### config.mk
export PLATFORM = sky130hd
export DESIGN_NAME = uart_imem_loader
export DESIGN_NICKNAME = d
export VERILOG_FILES = /design/src/rtl/uart_imem_loader_pkg.sv /design/src/rtl/uart_imem_loader_uart_rx.sv /design/src/rtl/uart_imem_loader.sv
export SDC_FILE = /design/constraint.sdc
export NUM_CORES = 1
export LEC_CHECK = 0
export CAP_MARGIN = 30
export CORE_MARGIN = 2
export CORE_UTILIZATION = 53
export DETAILED_ROUTE_END_ITERATION = 12
export GPL_ROUTABILITY_DRIVEN = 1
export MAX_ROUTING_LAYER = met4
export PLACE_DENSITY = 0.76
export SLEW_MARGIN = 15
export SYNTH_ARGS = -nofsm -noshare
export SYNTH_HDL_FRONTEND = slang
export SYNTH_SLANG_ARGS = --single-unit
### constraint.sdc
create_clock -name CLK -period 4.12 [get_ports CLK]
set_input_delay 0.412 -clock CLK [delete_from_list [all_inputs] [get_ports CLK]]
set_output_delay 0.412 -clock CLK [all_outputs]
set_load 0.03 [all_outputs]
### src/rtl/uart_imem_loader_pkg.sv
// Shared types and constants for the UART instruction-memory loader.
package loader_pkg;

  // Loader frame states.
  typedef enum logic [2:0] {
    LD_HDR,
    LD_LEN0,
    LD_LEN1,
    LD_DATA,
    LD_CSUM,
    LD_DONE,
    LD_ERR
  } ld_state_t;

  // Byte receiver bit-level states.
  typedef enum logic [1:0] {
    RX_IDLE,
    RX_START,
    RX_DATA,
    RX_STOP
  } rx_state_t;

  localparam logic [7:0] LD_HDR_BYTE = 8'hA5;

  // Oversample divider, rounded to nearest: round(clk_freq / (baud * 16)).
  function automatic int calc_div(input int clk_freq, input int baud);
    int div;
    div = (clk_freq + baud * 8) / (baud * 16);
    return (div < 1) ? 1 : div;
  endfunction

endpackage

### src/rtl/uart_imem_loader_uart_rx.sv
// 8N1 byte receiver: 2-flop synchronizer, 16x oversample tick, bit FSM.
// rx_valid / rx_ferr are one-cycle pulses registered after the stop-bit sample.
module uart_rx
  import loader_pkg::*;
#(
  parameter int CLK_FREQ = 100_000_000,
  parameter int BAUD     = 115200
) (
  input  logic       clk,
  input  logic       rst,
  input  logic       rx,
  output logic [7:0] rx_data,
  output logic       rx_valid,
  output logic       rx_ferr
);

  localparam int DIV   = calc_div(CLK_FREQ, BAUD);
  localparam int DIV_W = (DIV > 1) ? $clog2(DIV) : 1;

  logic             sync1_q, sync2_q, prev_q;
  logic [DIV_W-1:0] div_q, div_d;
  logic             tick;
  rx_state_t        state_q, state_d;
  logic [3:0]       os_q, os_d;
  logic [2:0]       bit_q, bit_d;
  logic [7:0]       sh_q, sh_d;
  logic [7:0]       data_q, data_d;
  logic             valid_q, valid_d;
  logic             ferr_q, ferr_d;

  assign tick     = (div_q == DIV_W'(DIV - 1));
  assign div_d    = tick ? '0 : div_q + 1'b1;
  assign rx_data  = data_q;
  assign rx_valid = valid_q;
  assign rx_ferr  = ferr_q;

  // Bit FSM: confirm start at mid-bit, then sample every 16 ticks.
  always_comb begin
    // NOTE: every signal gets a default first so no path can infer a latch.
    state_d = state_q;
    os_d    = os_q;
    bit_d   = bit_q;
    sh_d    = sh_q;
    data_d  = data_q;
    valid_d = 1'b0;
    ferr_d  = 1'b0;
    case (state_q)
      RX_IDLE: begin
        if (prev_q && !sync2_q) begin
          state_d = RX_START;
          os_d    = '0;
        end
      end
      RX_START: begin
        if (tick) begin
          if (os_q == 4'd7) begin
            os_d  = '0;
            bit_d = '0;
            // A line that is back high at mid-bit was a glitch.
            state_d = sync2_q ? RX_IDLE : RX_DATA;
          end else begin
            os_d = os_q + 4'd1;
          end
        end
      end
      RX_DATA: begin
        if (tick) begin
          if (os_q == 4'd15) begin
            os_d = '0;
            sh_d = {sync2_q, sh_q[7:1]};
            if (bit_q == 3'd7) state_d = RX_STOP;
            else               bit_d   = bit_q + 3'd1;
          end else begin
            os_d = os_q + 4'd1;
          end
        end
      end
      RX_STOP: begin
        if (tick) begin
          if (os_q == 4'd15) begin
            state_d = RX_IDLE;
            if (sync2_q) begin
              valid_d = 1'b1;
              data_d  = sh_q;
            end else begin
              ferr_d = 1'b1;
            end
          end else begin
            os_d = os_q + 4'd1;
          end
        end
      end
      default: state_d = RX_IDLE;
    endcase
  end

  // State registers; synchronizer resets to the idle-high line level.
  always_ff @(posedge clk or posedge rst) begin
    // NOTE: non-blocking assignments so all flops update from pre-edge values.
    if (rst) begin
      sync1_q <= 1'b1;
      sync2_q <= 1'b1;
      prev_q  <= 1'b1;
      div_q   <= '0;
      state_q <= RX_IDLE;
      os_q    <= '0;
      bit_q   <= '0;
      sh_q    <= '0;
      data_q  <= '0;
      valid_q <= 1'b0;
      ferr_q  <= 1'b0;
    end else begin
      sync1_q <= rx;
      sync2_q <= sync1_q;
      prev_q  <= sync2_q;
      div_q   <= div_d;
      state_q <= state_d;
      os_q    <= os_d;
      bit_q   <= bit_d;
      sh_q    <= sh_d;
      data_q  <= data_d;
      valid_q <= valid_d;
      ferr_q  <= ferr_d;
    end
  end

endmodule

### src/rtl/uart_imem_loader.sv
// Boot loader: receives A5 | N_lo N_hi | N LE words | XOR checksum over UART,
// writes words into instruction memory and releases the CPU on a good image.
module uart_imem_loader
  import loader_pkg::*;
#(
  parameter int CLK_FREQ = 100_000_000,
  parameter int BAUD     = 115200,
  parameter int IMEM_AW  = 8
) (
  input  logic               CLK,
  input  logic               RST,
  input  logic               Rx,
  output logic               imem_we,
  output logic [IMEM_AW-1:0] imem_addr,
  output logic [31:0]        imem_wdata,
  output logic               cpu_hold,
  output logic               load_done,
  output logic               load_err
);

  localparam int          IW  = IMEM_AW + 1;
  localparam logic [16:0] CAP = 17'(2 ** IMEM_AW);

  logic [7:0] rx_data;
  logic       rx_valid, rx_ferr;

  ld_state_t          state_q, state_d;
  logic [15:0]        len_q, len_d;
  logic [IW-1:0]      idx_q, idx_d, idx_inc;
  logic [1:0]         cnt_q, cnt_d;
  logic [31:0]        sh_q, sh_d;
  logic [7:0]         csum_q, csum_d;
  logic               we_q, we_d;
  logic [IMEM_AW-1:0] addr_q, addr_d;
  logic [31:0]        wdata_q, wdata_d;
  logic               hold_q, hold_d;
  logic               done_q, done_d;
  logic               err_q, err_d;
  logic [15:0]        n_len;

  uart_rx #(
    .CLK_FREQ(CLK_FREQ),
    .BAUD    (BAUD)
  ) u_rx (
    .clk     (CLK),
    .rst     (RST),
    .rx      (Rx),
    .rx_data (rx_data),
    .rx_valid(rx_valid),
    .rx_ferr (rx_ferr)
  );

  assign n_len      = {rx_data, len_q[7:0]};
  assign idx_inc    = idx_q + IW'(1);
  assign imem_we    = we_q;
  assign imem_addr  = addr_q;
  assign imem_wdata = wdata_q;
  assign cpu_hold   = hold_q;
  assign load_done  = done_q;
  assign load_err   = err_q;

  // Frame FSM, word assembler and running checksum.
  always_comb begin
    state_d = state_q;
    len_d   = len_q;
    idx_d   = idx_q;
    cnt_d   = cnt_q;
    sh_d    = sh_q;
    csum_d  = csum_q;
    we_d    = 1'b0;
    addr_d  = addr_q;
    wdata_d = wdata_q;
    hold_d  = hold_q;
    done_d  = done_q;
    err_d   = err_q;
    if (state_q != LD_DONE && rx_ferr) begin
      state_d = LD_ERR;
      err_d   = 1'b1;
    end else if (rx_valid) begin
      case (state_q)
        LD_HDR: begin
          if (rx_data == LD_HDR_BYTE) begin
            state_d = LD_LEN0;
            err_d   = 1'b0;
            csum_d  = '0;
            idx_d   = '0;
            cnt_d   = '0;
          end
        end
        LD_LEN0: begin
          len_d   = {8'h00, rx_data};
          csum_d  = csum_q ^ rx_data;
          state_d = LD_LEN1;
        end
        LD_LEN1: begin
          len_d  = n_len;
          csum_d = csum_q ^ rx_data;
          if ({1'b0, n_len} > CAP) begin
            state_d = LD_ERR;
            err_d   = 1'b1;
          end else if (n_len == 16'd0) begin
            state_d = LD_CSUM;
          end else begin
            state_d = LD_DATA;
          end
        end
        LD_DATA: begin
          csum_d = csum_q ^ rx_data;
          sh_d   = {rx_data, sh_q[31:8]};
          cnt_d  = cnt_q + 2'd1;
          if (cnt_q == 2'd3) begin
            we_d    = 1'b1;
            addr_d  = idx_q[IMEM_AW-1:0];
            wdata_d = {rx_data, sh_q[31:8]};
            idx_d   = idx_inc;
            if (17'(idx_inc) == {1'b0, len_q}) state_d = LD_CSUM;
          end
        end
        LD_CSUM: begin
          if (rx_data == csum_q) begin
            state_d = LD_DONE;
            done_d  = 1'b1;
            hold_d  = 1'b0;
          end else begin
            state_d = LD_ERR;
            err_d   = 1'b1;
          end
        end
        LD_ERR:  state_d = LD_HDR;
        default: state_d = state_q;
      endcase
    end
  end

  // Loader registers; reset aborts any partial image and re-asserts hold.
  always_ff @(posedge CLK or posedge RST) begin
    if (RST) begin
      state_q <= LD_HDR;
      len_q   <= '0;
      idx_q   <= '0;
      cnt_q   <= '0;
      sh_q    <= '0;
      csum_q  <= '0;
      we_q    <= 1'b0;
      addr_q  <= '0;
      wdata_q <= '0;
      hold_q  <= 1'b1;
      done_q  <= 1'b0;
      err_q   <= 1'b0;
    end else begin
      state_q <= state_d;
      len_q   <= len_d;
      idx_q   <= idx_d;
      cnt_q   <= cnt_d;
      sh_q    <= sh_d;
      csum_q  <= csum_d;
      we_q    <= we_d;
      addr_q  <= addr_d;
      wdata_q <= wdata_d;
      hold_q  <= hold_d;
      done_q  <= done_d;
      err_q   <= err_d;
    end
  end

endmodule

# After elaboration in Yosys (flattened, before gate mapping)
# Cells that the tools add are included.
[totals]
ff_bits = 150
out_inout_bits = 44
[op_classes]
n_mux = 60
reduce_logical = 29
bitwise_logic = 3
eq_ne = 34
magnitude_cmp = 1
addsub = 5
[op_table]
columns = ["operator", "n"]
rows = [
  ["$mux W3", 12],
  ["$pmux W16 S2", 1],
  ["$mux W4", 7],
  ["$reduce_and A4 Y1", 6],
  ["$mux W2", 11],
  ["$reduce_and A5 Y1", 4],
  ["$mux W9", 2],
  ["$ne A3 B3 Y1 const B", 6],
  ["$pmux W3 S6", 1],
  ["$pmux W9 S2", 1],
  ["$mux W1", 17],
  ["$eq A9 B16 Y1", 1],
  ["$gt A16 B9 Y1 const B", 1],
  ["$logic_not A16 Y1", 1],
  ["$ne A2 B1 Y1 const B", 8],
  ["$pmux W4 S4", 1],
  ["$pmux W8 S2", 1],
  ["$reduce_bool A2 Y1", 5],
  ["$add A9 B1 Y9 const B", 1],
  ["$eq A3 B3 Y1 const B", 3],
  ["$reduce_and A3 Y1", 3],
  ["$eq A8 B8 Y1", 1],
  ["$eq A8 B8 Y1 const B", 1],
  ["$mux W8", 1],
  ["28 further kinds", 36],
]

# Depth between registers and ports, before layout
[depth]
word_depth = 7
ltp_mapped = 10

# Cells and area by module
# A second synthesis with hierarchy kept.
[hier_totals]
hier_cells = 537
hier_area_um2 = 6376.1
[modules_own_cells]
columns = ["module", "instances", "cells_each", "area_per_inst_um2"]
rows = [
  ["uart_imem_loader", 1, 402, 4714.5],
  ["uart_rx", 1, 135, 1661.6],
]

# Worst setup path before layout
# No wires, ideal clock.
[synth_path]
path_kind = "register to register"
startpoint = "register idx_q[0]"
endpoint = "register state_q[2]"
setup_ns = 0.125
stages_incl_launch_ff = 7
arrival_time_ns = 2.196
path_slack_ns = 1.799
n_path_buf = 0
synth_period_minus_slack_ns = 2.321
cell_sequence = "dfrtp_1 -> ha_1 -> xnor2_1 -> nand4_1 -> or4_4 -> o41ai_2 -> mux2_2"
[synth_via]
elab_chain_len = 4
[synth_lines]
columns = ["element", "line_no", "text"]
rows = [
  ["start: declaration", "uart_imem_loader.sv:29", "logic [IW-1:0] idx_q, idx_d, idx_inc;"],
  ["start signal: assignment", "uart_imem_loader.sv:153", "idx_q <= idx_d;"],
  ["$add A9 B1 Y9", "uart_imem_loader.sv:54", "assign idx_inc = idx_q + IW'(1);"],
  ["$eq A9 B16 Y1", "uart_imem_loader.sv:116", "if (17'(idx_inc) == {1'b0, len_q}) state_d = LD_CSUM;"],
  ["$ne A3 B3 Y1 (no source line)", "--", ""],
  ["$reduce_and A5 Y1 (no source line)", "--", ""],
  ["end signal: assignment", "uart_imem_loader.sv:151", "state_q <= state_d;"],
  ["end: declaration", "uart_imem_loader.sv:27", "ld_state_t state_q, state_d;"],
]
# Every way passes these cells.
# A chain may end at the register's enable or synchronous reset.

# Worst setup path in the final report
[layout_path]
startpoint = "register u_rx.data_q[3], in the netlist u_rx.rx_data[3]"
endpoint = "register idx_q[6]"
[layout_via]
elab_chain_len = 3
[layout_lines]
columns = ["element", "line_no", "text"]
rows = [
  ["start: declaration", "uart_imem_loader_uart_rx.sv:27", "logic [7:0] data_q, data_d;"],
  ["start signal: assignment", "uart_imem_loader_uart_rx.sv:121", "data_q <= data_d;"],
  ["$eq A8 B8 Y1", "uart_imem_loader.sv:82", "if (rx_data == LD_HDR_BYTE) begin"],
  ["$ne A2 B2 Y1 (no source line)", "--", ""],
  ["$reduce_and A5 Y1 (no source line)", "--", ""],
]
# Every way passes these cells.

==> impl_metrics.ini <==
[outcome]
status = finished clean

[timing]
relSlewSlack = 0.4605
setup_viol = 0
hold_viol = 0
fin_skew_ns = 0.008726
max_slew.worst_pin.slew_ns = 0.8070
rsz0062_at_grt = false
finalCritPeriodShare = 0.6776
fmax_ghz = 0.3582
setup_tns_ns = 0
slew_violations = 0
fin_crit_ns = 2.792

[logic_synthesis]
ys_warn_count = 0
synth.most_common_cell = dfrtp_1
synth_area_per_cell_um2 = 11.33
synth_top_cell_by_area = dfrtp_1
async_reset_ff_frac = 1.000
synth-main-ff-cell = dfrtp_1
synth.ff_latch_count = 142
yosysUniqueCellTypes = 59
syn_nets = 582
seq_area_frac_synth = 0.5492
synth_top_area_frac = 0.5330
synth_commonest_cells = 138 x dfrtp_1, 84 x mux2_2, 63 x nand2_1
netlist_instances = 572
netlist_area_mm2 = 0.006479
yosys-top-cells-area = dfrtp_1 53%, mux2_2 15%, o21ai_0 4.4%
synth-edff-count = 0

[final_layout]
antenna_cells = 0
fill_cells = 930
syn2layout_area_growth_pct = 18.15
layout.nets = 619
layout-drive-gt1-share = 0.2283
design_area_mm2 = 0.007655

[grt]
globalRouteTotalUtil = 0.2366
grt_pass1_wl_um = 23380
antenna_found_initial = 0
grt_max_degree = 55
grt_overflow = 0
grt_pass1_vias = 4704

[placed_design]
dpl_cell_area_mm2 = 0.007074
io_buffers = 46
detailed_place_hpwl_um = 9232
place_congestion = 0.8464

[power]
switching_share = 0.2365
seq_power_share = 0.468
power_density_mw_per_mm2 = 416.0
switching_power_mw = 0.7532
p_int_mw = 2.431
clkPwrFrac = 0.472
ir_drop_mv = 0.3409
comb_power_share = 0.060
leakage_nw = 3.521

[die]
die_w_um = 114.6
coreArea_mm2 = 0.01196
num_io_pins = 47
rows = 40
initial_core_util = 0.5416
die_h_um = 114.6
die_area_mm2 = 0.01312

[clocking]
htree_levels = 4
clk_latency_ns = 0.43
cts_root_buffer = clkbuf_16
clk_path_buf_depth = 2
cts_tree = built
clock_sinks = 142
cts-resized-gates = 0
cts_buffers = 17
clk_pin_slew_worst_paths_ns = 0.06
post-cts-setup-buffers = 0
ctsHoldBuffers = 0

[detailed_routing]
wl_um = 13880
dr.pass1.iters = 4
vias = 4586
drt_iter0_drc = 312
drc_errors = 0
vias_per_cell = 5.964
wire_per_inst_um = 18.05
ant_nets = 0

[critical_path]
critical_path.startpoint_type = register
cp.required_ns = 4.43
crit_path_max_fanout = 39
path_class = reg -> reg
endpoint_kind = register
critical_path_arrival_ns = 3.10

[hold_path]
hp-class = reg -> reg

[job]
drv_cap = 0
[flip-flops by register name (all words and copies together), names as in the netlist, 8 cells and up, named ones only]
register,count
imem_addr,8
csum_q,8
sh_q,24
len_q,16
imem_wdata,32
idx_q,9
u_rx.sh_q,8
u_rx.rx_data,8
[cells by family after synthesis]
| family | count (synthesis) | share of synthesized area |
|---|---|---|
| AND/OR/NAND/NOR | 169 | 0.1306 |
| buffers and inverters | 44 | 0.02974 |
| adder cells (fa/ha/maj) | 7 | 0.01352 |
| XOR/XNOR | 23 | 0.03109 |
| flip-flops | 142 | 0.5492 |
| multiplexers | 85 | 0.1475 |
| AO/OA/AOI/OAI | 102 | 0.09830 |
[cell usage in the layout (no fill, tap or decap), drive strengths merged, types with 5 or more instances in the layout]
| cell | netlist | layout |
|---|---|---|
| nand3 | 18 | 18 |
| nor3 | 9 | 9 |
| clkinv | 1 | 5 |
| a21oi | 5 | 5 |
| mux2 | 84 | 84 |
| ha | 7 | 7 |
| nand2b | 5 | 5 |
| and2 | 6 | 6 |
| nand2 | 65 | 65 |
| o21ai | 58 | 58 |
| clkdlybuf4s50 | 0 | 46 |
| inv | 9 | 12 |
| nand4 | 10 | 10 |
| nor4 | 5 | 5 |
| dfrtp | 138 | 138 |
| xor2 | 7 | 7 |
| o31ai | 6 | 6 |
| nor2 | 26 | 26 |
| xnor2 | 16 | 16 |
| nor2b | 5 | 5 |
| buf | 13 | 6 |
| a31oi | 6 | 6 |
| clkbuf | 21 | 20 |
| and3 | 6 | 6 |
[per-stage QoR]
stage,total power [mW],utilization,hold WS (ns),std cells,worst slack (ns)
2_1_floorplan,1.662,-,0.3452,572,1.799
3_3_place_gp,1.688,0.5891,0.3518,736,1.512
3_5_place_dp,1.710,0.5914,0.3479,737,1.371
4_1_cts,3.217,0.6400,0.3568,769,1.342
5_1_grt,3.316,0.6400,0.3607,769,1.100
6_report,3.185,0.6400,0.3562,769,1.328
[critical path: stages, from the launching register on]
cell	delay, ns
dfrtp_1	0.49
or4_4	0.59
o21ai_2	0.23
nand4_1	0.52
buf_12	0.39
o41ai_1	0.40
[power groups by stage]
stage               clock (mW)  combinational [mW]  sequential [mW]
floorplan                    0               0.175             1.49
CTS                       1.53               0.195             1.49
global placement             0               0.178             1.51
detailed placement           0               0.196             1.51
finish                    1.50               0.191             1.49
global route              1.59               0.229             1.50
[cell type report]
cell class / count / area (um2) / share of cell area
clock buffer: 20 / 446.7 / 0.05835
clock inverter: 12 / 133.9 / 0.01749
inverter: 10 / 41.29 / 0.005394
multi-input combinational: 386 / 2728 / 0.3563
sequential: 142 / 3558 / 0.4649
tap: 147 / 183.9 / 0.02403
timing repair buffer: 52 / 563.0 / 0.07355
[worst paths after layout]
path,start,to,slack [ns],depth (start not counted)
worst max-delay path,u_rx.rx_data[3],idx_q[6],1.33,5
max in group asynchronous,RST,u_rx.sync1_q,3.01,3
worst max register to register,u_rx.rx_data[3],idx_q[6],1.33,5
min in group asynchronous,RST,imem_wdata[24],0.43,2
worst min register to register,u_rx.sync1_q,u_rx.sync2_q,0.36,0
worst min-delay path,u_rx.sync1_q,u_rx.sync2_q,0.36,0
[layer usage]
metal,global-route usage,share of wire,vias up
met3,0.05400,0.039,28
met5,-,0,-
li1,-,-,2093
met2,0.3700,0.50,123
met4,0.08537,0.019,0
met1,0.3049,0.44,2342
No activity file was read; power rests on OpenSTA's default activity.
